$ cat src/rtl/fp8_mul_arbiter_if.sv
// Request/result bundle for the shared FP8 multiplier: N_REQ packed operand
// ports on the request side and one tagged result port.
interface fp8_mul_arbiter_if #(
  parameter int N_REQ = 4,
  parameter int ID_W  = 2
);
  logic [N_REQ-1:0]   req_valid;
  logic [N_REQ-1:0]   req_ready;
  logic [8*N_REQ-1:0] req_a;
  logic [8*N_REQ-1:0] req_b;
  logic               res_valid;
  logic               res_ready;
  logic [7:0]         res_data;
  logic [ID_W-1:0]    res_id;
  logic               busy;

  modport master (
    output req_valid, req_a, req_b, res_ready,
    input  req_ready, res_valid, res_data, res_id, busy
  );

  modport slave (
    input  req_valid, req_a, req_b, res_ready,
    output req_ready, res_valid, res_data, res_id, busy
  );
endinterface

$ cat src/rtl/fp8_mul_arbiter.sv
// Round-robin arbiter in front of one approximate E4M3 multiplier, followed by a
// two-register (operand, result) pipeline with valid/ready backpressure.
module fp8_mul_arbiter #(
  parameter int N_REQ = 4,
  parameter int ID_W  = 2,
  parameter int BIAS  = 7
) (
  input logic              clk,
  input logic              rst,
  fp8_mul_arbiter_if.slave bus
);

  logic [ID_W-1:0] rr_ptr;
  logic [ID_W-1:0] winner;
  logic [7:0]      sel_a;
  logic [7:0]      sel_b;
  logic            found;
  logic            s1_valid;
  logic [7:0]      s1_a;
  logic [7:0]      s1_b;
  logic [ID_W-1:0] s1_id;
  logic            res_valid;
  logic [7:0]      res_data;
  logic [ID_W-1:0] res_id;
  logic            s2_load;
  logic            s1_adv;
  logic            accept;
  logic            hs;

  // Mantissa product approximated by adding remapped 3-bit mantissas; Ce is the
  // exponent correction for that remap.
  function automatic logic [7:0] fp8_mul(input logic [7:0] a, input logic [7:0] b);
    logic [3:0] xa;
    logic [3:0] xb;
    logic [3:0] t;
    logic [3:0] e;
    logic [2:0] m;
    logic       ce;
    xa = a[2] ? {2'b11, a[2:1]} : {1'b0, a[2:0]};
    xb = b[2] ? {2'b11, b[2:1]} : {1'b0, b[2:0]};
    t  = xa + xb;
    ce = (a[2] & b[2]) | ((a[2] | b[2]) & ~t[3]);
    e  = a[6:3] + b[6:3] - 4'(BIAS) - {3'b000, ce};
    m  = t[3] ? {t[1:0], 1'b0} : t[2:0];
    return {a[7] ^ b[7], e, m};
  endfunction

  assign s2_load = ~res_valid | bus.res_ready;
  assign s1_adv  = s1_valid & s2_load;
  assign accept  = ~s1_valid | s1_adv;
  assign hs      = accept & ~rst & found;

  // Two constant-index passes: first from rr_ptr upward, then wrap from 0.
  always_comb begin
    // NOTE: every always_comb output gets a default first; a path that skips an
    // assignment would otherwise infer a latch.
    found  = 1'b0;
    winner = '0;
    sel_a  = '0;
    sel_b  = '0;
    for (int i = 0; i < N_REQ; i++) begin
      if (!found && bus.req_valid[i] && (ID_W'(i) >= rr_ptr)) begin
        found  = 1'b1;
        winner = ID_W'(i);
        sel_a  = bus.req_a[8*i +: 8];
        sel_b  = bus.req_b[8*i +: 8];
      end
    end
    for (int i = 0; i < N_REQ; i++) begin
      if (!found && bus.req_valid[i]) begin
        found  = 1'b1;
        winner = ID_W'(i);
        sel_a  = bus.req_a[8*i +: 8];
        sel_b  = bus.req_b[8*i +: 8];
      end
    end
  end

  always_comb begin
    bus.req_ready = '0;
    for (int i = 0; i < N_REQ; i++)
      bus.req_ready[i] = hs && (winner == ID_W'(i));
  end

  always_ff @(posedge clk) begin
    // NOTE: state is updated with non-blocking assignments so every register
    // samples the pre-edge values regardless of statement order.
    if (rst) begin
      rr_ptr    <= '0;
      s1_valid  <= 1'b0;
      res_valid <= 1'b0;
      res_data  <= '0;
      res_id    <= '0;
    end else begin
      if (hs) begin
        s1_valid <= 1'b1;
        s1_id    <= winner;
        s1_a     <= sel_a;
        s1_b     <= sel_b;
        rr_ptr   <= (winner == ID_W'(N_REQ - 1)) ? '0 : winner + 1'b1;
      end else if (s1_adv) begin
        s1_valid <= 1'b0;
      end
      if (s2_load) begin
        res_valid <= s1_valid;
        if (s1_valid) begin
          res_data <= fp8_mul(s1_a, s1_b);
          res_id   <= s1_id;
        end
      end
    end
  end
  // NOTE: s1_a/s1_b/s1_id are payload qualified by s1_valid, so they carry no
  // reset; only the valid bits and the visible outputs are cleared.

  assign bus.res_valid = res_valid;
  assign bus.res_data  = res_data;
  assign bus.res_id    = res_id;
  assign bus.busy      = s1_valid | res_valid;

endmodule

$ cat src/flat_wrapper.sv
// flat-port wrapper written by rule: the top's interface ports become plain ports
module fp8_mul_arbiter_flat 
#(
  parameter int N_REQ = 4,
  parameter int ID_W  = 2,
  parameter int BIAS  = 7
)
  (clk, rst, bus_req_valid, bus_req_a, bus_req_b, bus_res_ready, bus_req_ready, bus_res_valid, bus_res_data, bus_res_id, bus_busy);
  fp8_mul_arbiter_if #(.N_REQ(N_REQ), .ID_W(ID_W)) bus_i ();
  input logic clk;
  input logic rst;
  input wire logic [$bits(bus_i.req_valid)-1:0] bus_req_valid;
  input wire logic [$bits(bus_i.req_a)-1:0] bus_req_a;
  input wire logic [$bits(bus_i.req_b)-1:0] bus_req_b;
  input wire logic [$bits(bus_i.res_ready)-1:0] bus_res_ready;
  output wire logic [$bits(bus_i.req_ready)-1:0] bus_req_ready;
  output wire logic [$bits(bus_i.res_valid)-1:0] bus_res_valid;
  output wire logic [$bits(bus_i.res_data)-1:0] bus_res_data;
  output wire logic [$bits(bus_i.res_id)-1:0] bus_res_id;
  output wire logic [$bits(bus_i.busy)-1:0] bus_busy;
  assign bus_i.req_valid = bus_req_valid;
  assign bus_i.req_a = bus_req_a;
  assign bus_i.req_b = bus_req_b;
  assign bus_i.res_ready = bus_res_ready;
  assign bus_req_ready = bus_i.req_ready;
  assign bus_res_valid = bus_i.res_valid;
  assign bus_res_data = bus_i.res_data;
  assign bus_res_id = bus_i.res_id;
  assign bus_busy = bus_i.busy;
  fp8_mul_arbiter #(.N_REQ(N_REQ), .ID_W(ID_W), .BIAS(BIAS)) u_core (.clk(clk), .rst(rst), .bus(bus_i));
endmodule
$ cat config.mk
export PLATFORM = sky130hd
export DESIGN_NAME = fp8_mul_arbiter_flat
export DESIGN_NICKNAME = d
export VERILOG_FILES = /design/src/rtl/fp8_mul_arbiter_if.sv /design/src/rtl/fp8_mul_arbiter.sv /design/src/flat_wrapper.sv
export SDC_FILE = /design/constraint.sdc
export NUM_CORES = 1
export LEC_CHECK = 0
export ABC_AREA = 1
export ABC_CLOCK_PERIOD_IN_PS = 4950
export BUFFER_PORTS_ARGS = -buffer_cell sky130_fd_sc_hd__buf_4
export CAP_MARGIN = 20
export CORE_MARGIN = 2
export CORE_UTILIZATION = 55
export CTS_CLUSTER_DIAMETER = 150
export DETAILED_ROUTE_END_ITERATION = 16
export PLACE_DENSITY = 0.86
export REMOVE_ABC_BUFFERS = 1
export SLEW_MARGIN = 20
export SYNTH_ARGS = -nofsm -noshare
export SYNTH_HDL_FRONTEND = slang
export SYNTH_SLANG_ARGS = --single-unit
$ cat constraint.sdc
create_clock -name clk -period 4.95 [get_ports clk]
set_input_delay 0.495 -clock clk [delete_from_list [all_inputs] [get_ports clk]]
set_output_delay 0.495 -clock clk [all_outputs]
set_load 0.01 [all_outputs]
# --- After elaboration in Yosys (flattened, before gate mapping) ---
# Cells that the tools add are included.
word_totals:
  register_bits: 32
  inputBits: 71
  output_inout_bits: 16
classes:
  n_eq_ne: 3
  n_mux: 37
  add_sub_neg: 5
  magnitude_cmp: 4
  n_reduce_logical: 26
  bitwise: 15
op_table:
  columns: ["op", "n"]
  rows:
  - ["$mux W8", 16]
  - ["$logic_and A1 B1 Y1", 15]
  - ["$mux W2", 7]
  - ["$mux W1", 11]
  - ["$add A4 B4 Y4", 2]
  - ["$mux W4", 2]
  - ["$logic_not A1 Y1", 7]
  - ["$and A1 B1 Y1", 5]
  - ["$or A1 B1 Y1", 5]
  - ["$eq A2 B2 Y1 const B", 2]
  - ["$ge A1 B2 Y1 const A", 2]
  - ["$ge A2 B2 Y1 const A", 2]
  - ["$not A1 Y1", 4]
  - ["$reduce_and A2 Y1", 2]
  - ["$sub A4 B1 Y4", 1]
  - ["$sub A4 B3 Y4 const B", 1]
  - ["$mux W3", 1]
  - ["$add A2 B1 Y2 const B", 1]
  - ["$eq A2 B1 Y1 const B", 1]
  - ["$logic_not A2 Y1", 1]
  - ["$reduce_bool A2 Y1", 1]
  - ["$xor A1 B1 Y1", 1]

# --- Longest topological paths before layout ---
logic_depth:
  word_depth: 29
  mapped_depth: 16

# --- Worst setup path after synthesis ---
# No wires, ideal clock.
synth_path:
  kind: "flip-flop to flip-flop"
  start: "register u_core.s1_b[2]"
  end: "register u_core.res_data[6] (netlist: u_core.bus.res_data[6])"
  slack_ps: 2126
  period_less_slack_ps: 2824
  t_arrival_ps: 2704
  t_required_ps: 4831
  path_stages_with_launch: 16
  setup_time_ps: 119
  path_cell_list: "edfxtp_1 > nor2_1 > inv_1 > ha_1 > nand3_1 > nand2_1 > fa_1 > inv_1 > fa_1 > fa_1 > ha_1 > or2_2 > nand2_1 > nand2_1 > nand2_1 > a21oi_1"
synth_via:
  elab_chain_cells: 6
  elab_cells_between_ends: 8
  classes_between: "add/sub (2); mux (1); bitwise (5)"
synth_rtl:
  columns: ["element", "line_no", "rtl"]
  rows:
  - ["start: declaration", "fp8_mul_arbiter.sv:20", "logic [7:0] s1_b;"]
  - ["start signal: assignment", "fp8_mul_arbiter.sv:99", "s1_b <= sel_b;"]
  - ["$mux W4", "fp8_mul_arbiter.sv:40", "xb = b[2] ? {2'b11, b[2:1]} : {1'b0, b[2:0]};"]
  - ["$add A4 B4 Y4", "fp8_mul_arbiter.sv:41", "t = xa + xb;"]
  - ["$not A1 Y1", "fp8_mul_arbiter.sv:42", "ce = (a[2] & b[2]) | ((a[2] | b[2]) & ~t[3]);"]
  - ["$and A1 B1 Y1", "fp8_mul_arbiter.sv:42", null]
  - ["$or A1 B1 Y1 *", "fp8_mul_arbiter.sv:42", null]
  - ["$sub A4 B1 Y4 *", "fp8_mul_arbiter.sv:43", "e = a[6:3] + b[6:3] - 4'(BIAS) - {3'b000, ce};"]
  - ["end signal: assignment", "fp8_mul_arbiter.sv:107", "res_data <= fp8_mul(s1_a, s1_b);"]
  - ["end: declaration", "fp8_mul_arbiter.sv:23", "logic [7:0] res_data;"]
# Every way passes the cells marked *; elsewhere a longest branch is shown, timed or not.
# A chain may end at the register's enable or synchronous reset.

# --- Worst setup path in the final report ---
layout_path:
  start: "register u_core.rr_ptr[0]"
  end: "output port bus_req_ready[1]"
layout_via:
  elab_chain_cells: 29
  elab_cells_between_ends: 40
  classes_between: "order compare (4); eq/ne (1); mux (15); bitwise (1); reduce/logical (19)"
layout_rtl:
  columns: ["element", "line_no", "rtl"]
  rows:
  - ["start: declaration", "fp8_mul_arbiter.sv:13", "logic [ID_W-1:0] rr_ptr;"]
  - ["start signal: assignment", "fp8_mul_arbiter.sv:100", "rr_ptr <= (winner == ID_W'(N_REQ - 1)) ? '0 : winner + 1'b1;"]
  - ["$ge A1 B2 Y1", "fp8_mul_arbiter.sv:62", "if (!found && bus.req_valid[i] && (ID_W'(i) >= rr_ptr)) begin"]
  - ["$logic_and A1 B1 Y1", "fp8_mul_arbiter.sv:62", null]
  - ["$mux W1", "fp8_mul_arbiter.sv:62", null]
  - ["$logic_not A1 Y1", "fp8_mul_arbiter.sv:62", null]
  - ["$logic_and A1 B1 Y1 (2 in series)", "fp8_mul_arbiter.sv:62", null]
  - ["$mux W1", "fp8_mul_arbiter.sv:62", null]
  - ["$logic_not A1 Y1", "fp8_mul_arbiter.sv:62", null]
  - ["$logic_and A1 B1 Y1 (2 in series)", "fp8_mul_arbiter.sv:62", null]
  - ["[... 12 more ...]", null, null]
  - ["$logic_and A1 B1 Y1", "fp8_mul_arbiter.sv:70", "if (!found && bus.req_valid[i]) begin"]
  - ["$mux W1", "fp8_mul_arbiter.sv:70", null]
  - ["$logic_not A1 Y1", "fp8_mul_arbiter.sv:70", null]
  - ["$logic_and A1 B1 Y1", "fp8_mul_arbiter.sv:70", null]
  - ["$mux W2 *", "fp8_mul_arbiter.sv:70", null]
  - ["net u_core.winner[1]", "fp8_mul_arbiter.sv:14", "logic [ID_W-1:0] winner;"]
  - ["$eq A2 B1 Y1 *", "fp8_mul_arbiter.sv:82", "bus.req_ready[i] = hs && (winner == ID_W'(i));"]
  - ["$logic_and A1 B1 Y1 *", "fp8_mul_arbiter.sv:82", null]
  - ["end: declaration", "flat_wrapper.sv:16", "output wire logic [$bits(bus_i.req_ready)-1:0] bus_req_ready;"]
# The timed path passes the listed nets; every way through them passes the cells marked *.

==> metrics <==
# setup viols final=0; grt ovf=0; die height=73.2 um; number of synthesized flops with an enable pin=18; RSZ-0062 raised after global routing=false; via count=2854; worst clock skew=7.06 ps; FF-to-FF path depth=15; post-synth top area cell=edfxtp_1; Max clock buf depth=2; Pins Over Slew Limit=0; Worst Setup Path Type=flip-flop to output pin; LEAKAGE=1.71 nW; endpoints failing hold=0; Worst Hold Class=input pin to flip-flop; share of the synthesized area in the top cell type=20.5%; Ys Warns=0; required time of the critical path=4450 ps; first-pass GRT wire length=11200 um; Avg WL per Cell=13.3 um; Core ar.=0.00466 sq mm; maxcap violations=0; fmax=0.321 GHz; Final min period=3110 ps; Startpoint Class=flip-flop; Power Density=259 mW/mm^2; Setup Buffers After CTS=0; maximum vdd drop=0.137 mV; Hold Worst Slack=398 ps; Yosys reg bits=32; TNS Setup=0 ps; depth of the CTS H-tree=2; fill cell count=368; first drt pass iteration count=7; Reg clk slew, reported paths=60 ps; IO Port Bufs=86; CTS tree=built; commonest cells after routing, fill and taps aside=buf_4, nor2_1, inv_1; hold path cells=2; async set-or-reset flop fraction in the synthesized netlist=0%; Crit. End Element=output pin; average cell area after synthesis=6.75 sq um; fraction of layout cells with a size suffix above 1=24.1%; Worst-Margin Slew=687 ps; Slew HR=54.0%; CTS Hold Buffers Added=0; Routed Antenna Nets=0; Area contributors post-synth=edfxtp_1, nor2_1, dfxtp_1; outcome=completed; Yosys cell types=27; Layout area overhead=26.5%; Vias per Instance=5.47; clk root buf=clkbuf_8; Rows=25; Tcrit/Tclk final=62.9%; commonest non-fill, non-tap cell in the layout=buf_4; diodes inserted=0; worst-skew pair later-pin latency=280 ps; nets=552; number of buffers created by CTS=5; number of clock sinks=32; DRC marker count from the first detailed-route iteration=151; Most used DFF post-synth=edfxtp_1; critical path fanouts, max=18; HPWL Detailed=5250 um; vias in the first global route=2511; I/O pin total=87; GRT Total Usage=26.5%; Die ar.=0.00536 sq mm; Die Span X=73.2 um; largest net degree at the start of global routing=20; residual DRC count=0; Worst Path Arrival=2620 ps; antenna violations before repair=0; PostCTS Resize Cnt=0; final WL=6930 um; sequential share of the synthesized area=31.2%; cell area after synthesis=0.00263 sq mm; gpl congestion=0.927; Cells after Synth=390; Initial Utilization=56.5%
stage by stage:
step           setup WS (ps)  total power [W]  util (%)  cells  cell area [sq um]
2_1_floorplan           2120         0.000548         -    374               2530
3_3_place_gp            2030         0.000663      69.7    514               3250
3_5_place_dp            1900         0.000674      69.7    514               3250
4_1_cts                 1880         0.000864      71.5    522               3330
5_1_grt                 1680         0.000927      71.5    522               3330
6_report                1840         0.000862      71.5    522               3330
power breakdown:
part	leakage, nW	internal [W]	switching (W)
Clock	0.0412	0.0000980	0.0000907
Combinational	1.37	0.000141	0.000194
Sequential	0.295	0.000321	0.0000183
layout make-up:
| type | instances | area, sq um | share of cell area, % |
|---|---|---|---|
| timing repair buffer | 86 | 646 | 19.4 |
| clock buffer | 6 | 72.6 | 2.18 |
| inverter | 64 | 240 | 7.21 |
| multi-input combinational | 278 | 1470 | 44.2 |
| sequential | 32 | 821 | 24.6 |
| tap | 54 | 67.6 | 2.03 |
| clock inverter | 2 | 12.5 | 0.376 |
worst paths after layout:
kind                                                           from                                  end  slack [ps]
worst max-delay path                  u_core.rr_ptr[0]$_SDFFE_PP0P_                     bus_req_ready[1]        1840
worst min-delay path                                            rst    u_core.bus.res_valid$_SDFFE_PP0P_         400
worst max register to register             u_core.s1_b[2]$_DFFE_PP_  u_core.bus.res_data[6]$_SDFFE_PP0P_        1910
worst min register to register  u_core.bus.res_data[0]$_SDFFE_PP0P_  u_core.bus.res_data[0]$_SDFFE_PP0P_         480
state kept, by name, indices dropped and copies added, names as in the netlist:
signal and cells:
u_core.bus.res_id 2, u_core.bus.res_data 8, u_core.s1_a 8, u_core.rr_ptr 2
u_core.bus.res_valid 1, u_core.s1_id 2, u_core.s1_b 8, u_core.s1_valid 1
cells by family after synthesis:
family                   synth area share (%)
AO/OA/AOI/OAI                            6.84
XOR/XNOR                                 1.33
adder cells (fa/ha/maj)                  7.79
buffers and inverters                    12.9
flip-flops                               31.2
AND/OR/NAND/NOR                          40.0
cells in the mapped netlist, types with 2 or more instances:
library cell,n
dfxtp_1,14
edfxtp_1,18
inv_1,60
inv_2,3
nor2_1,79
ha_1,10
nand2_4,2
clkbuf_1,5
o211ai_1,2
nand4_1,33
fa_1,4
o21ai_0,20
o21ai_1,4
nand2_1,53
a21oi_1,9
buf_6,3
nand3_1,43
nand2_2,6
or2_2,2
buf_4,3
xnor2_1,4
buf_2,5
nor2_2,4
critical path, stage by stage, from the launching register on:
cell and delay [ps]:
dfxtp_1 440, nor2_1 90, nand2_2 310, nand2_4 130, nor3_4 550, nand3_1 140, nand3_1 180, inv_1 90
ha_1 180, inv_1 50, nor2_1 40, buf_4 140
metal layers:
metal  share of wire (%)  wire length, um  track usage, %
met1                  39             2670            35.5
met2                  49             3410            45.0
met3                  11              775            4.28
met4                 1.1               74            5.56
met5                   0                0               0
(Power assumes the default switching activity.)
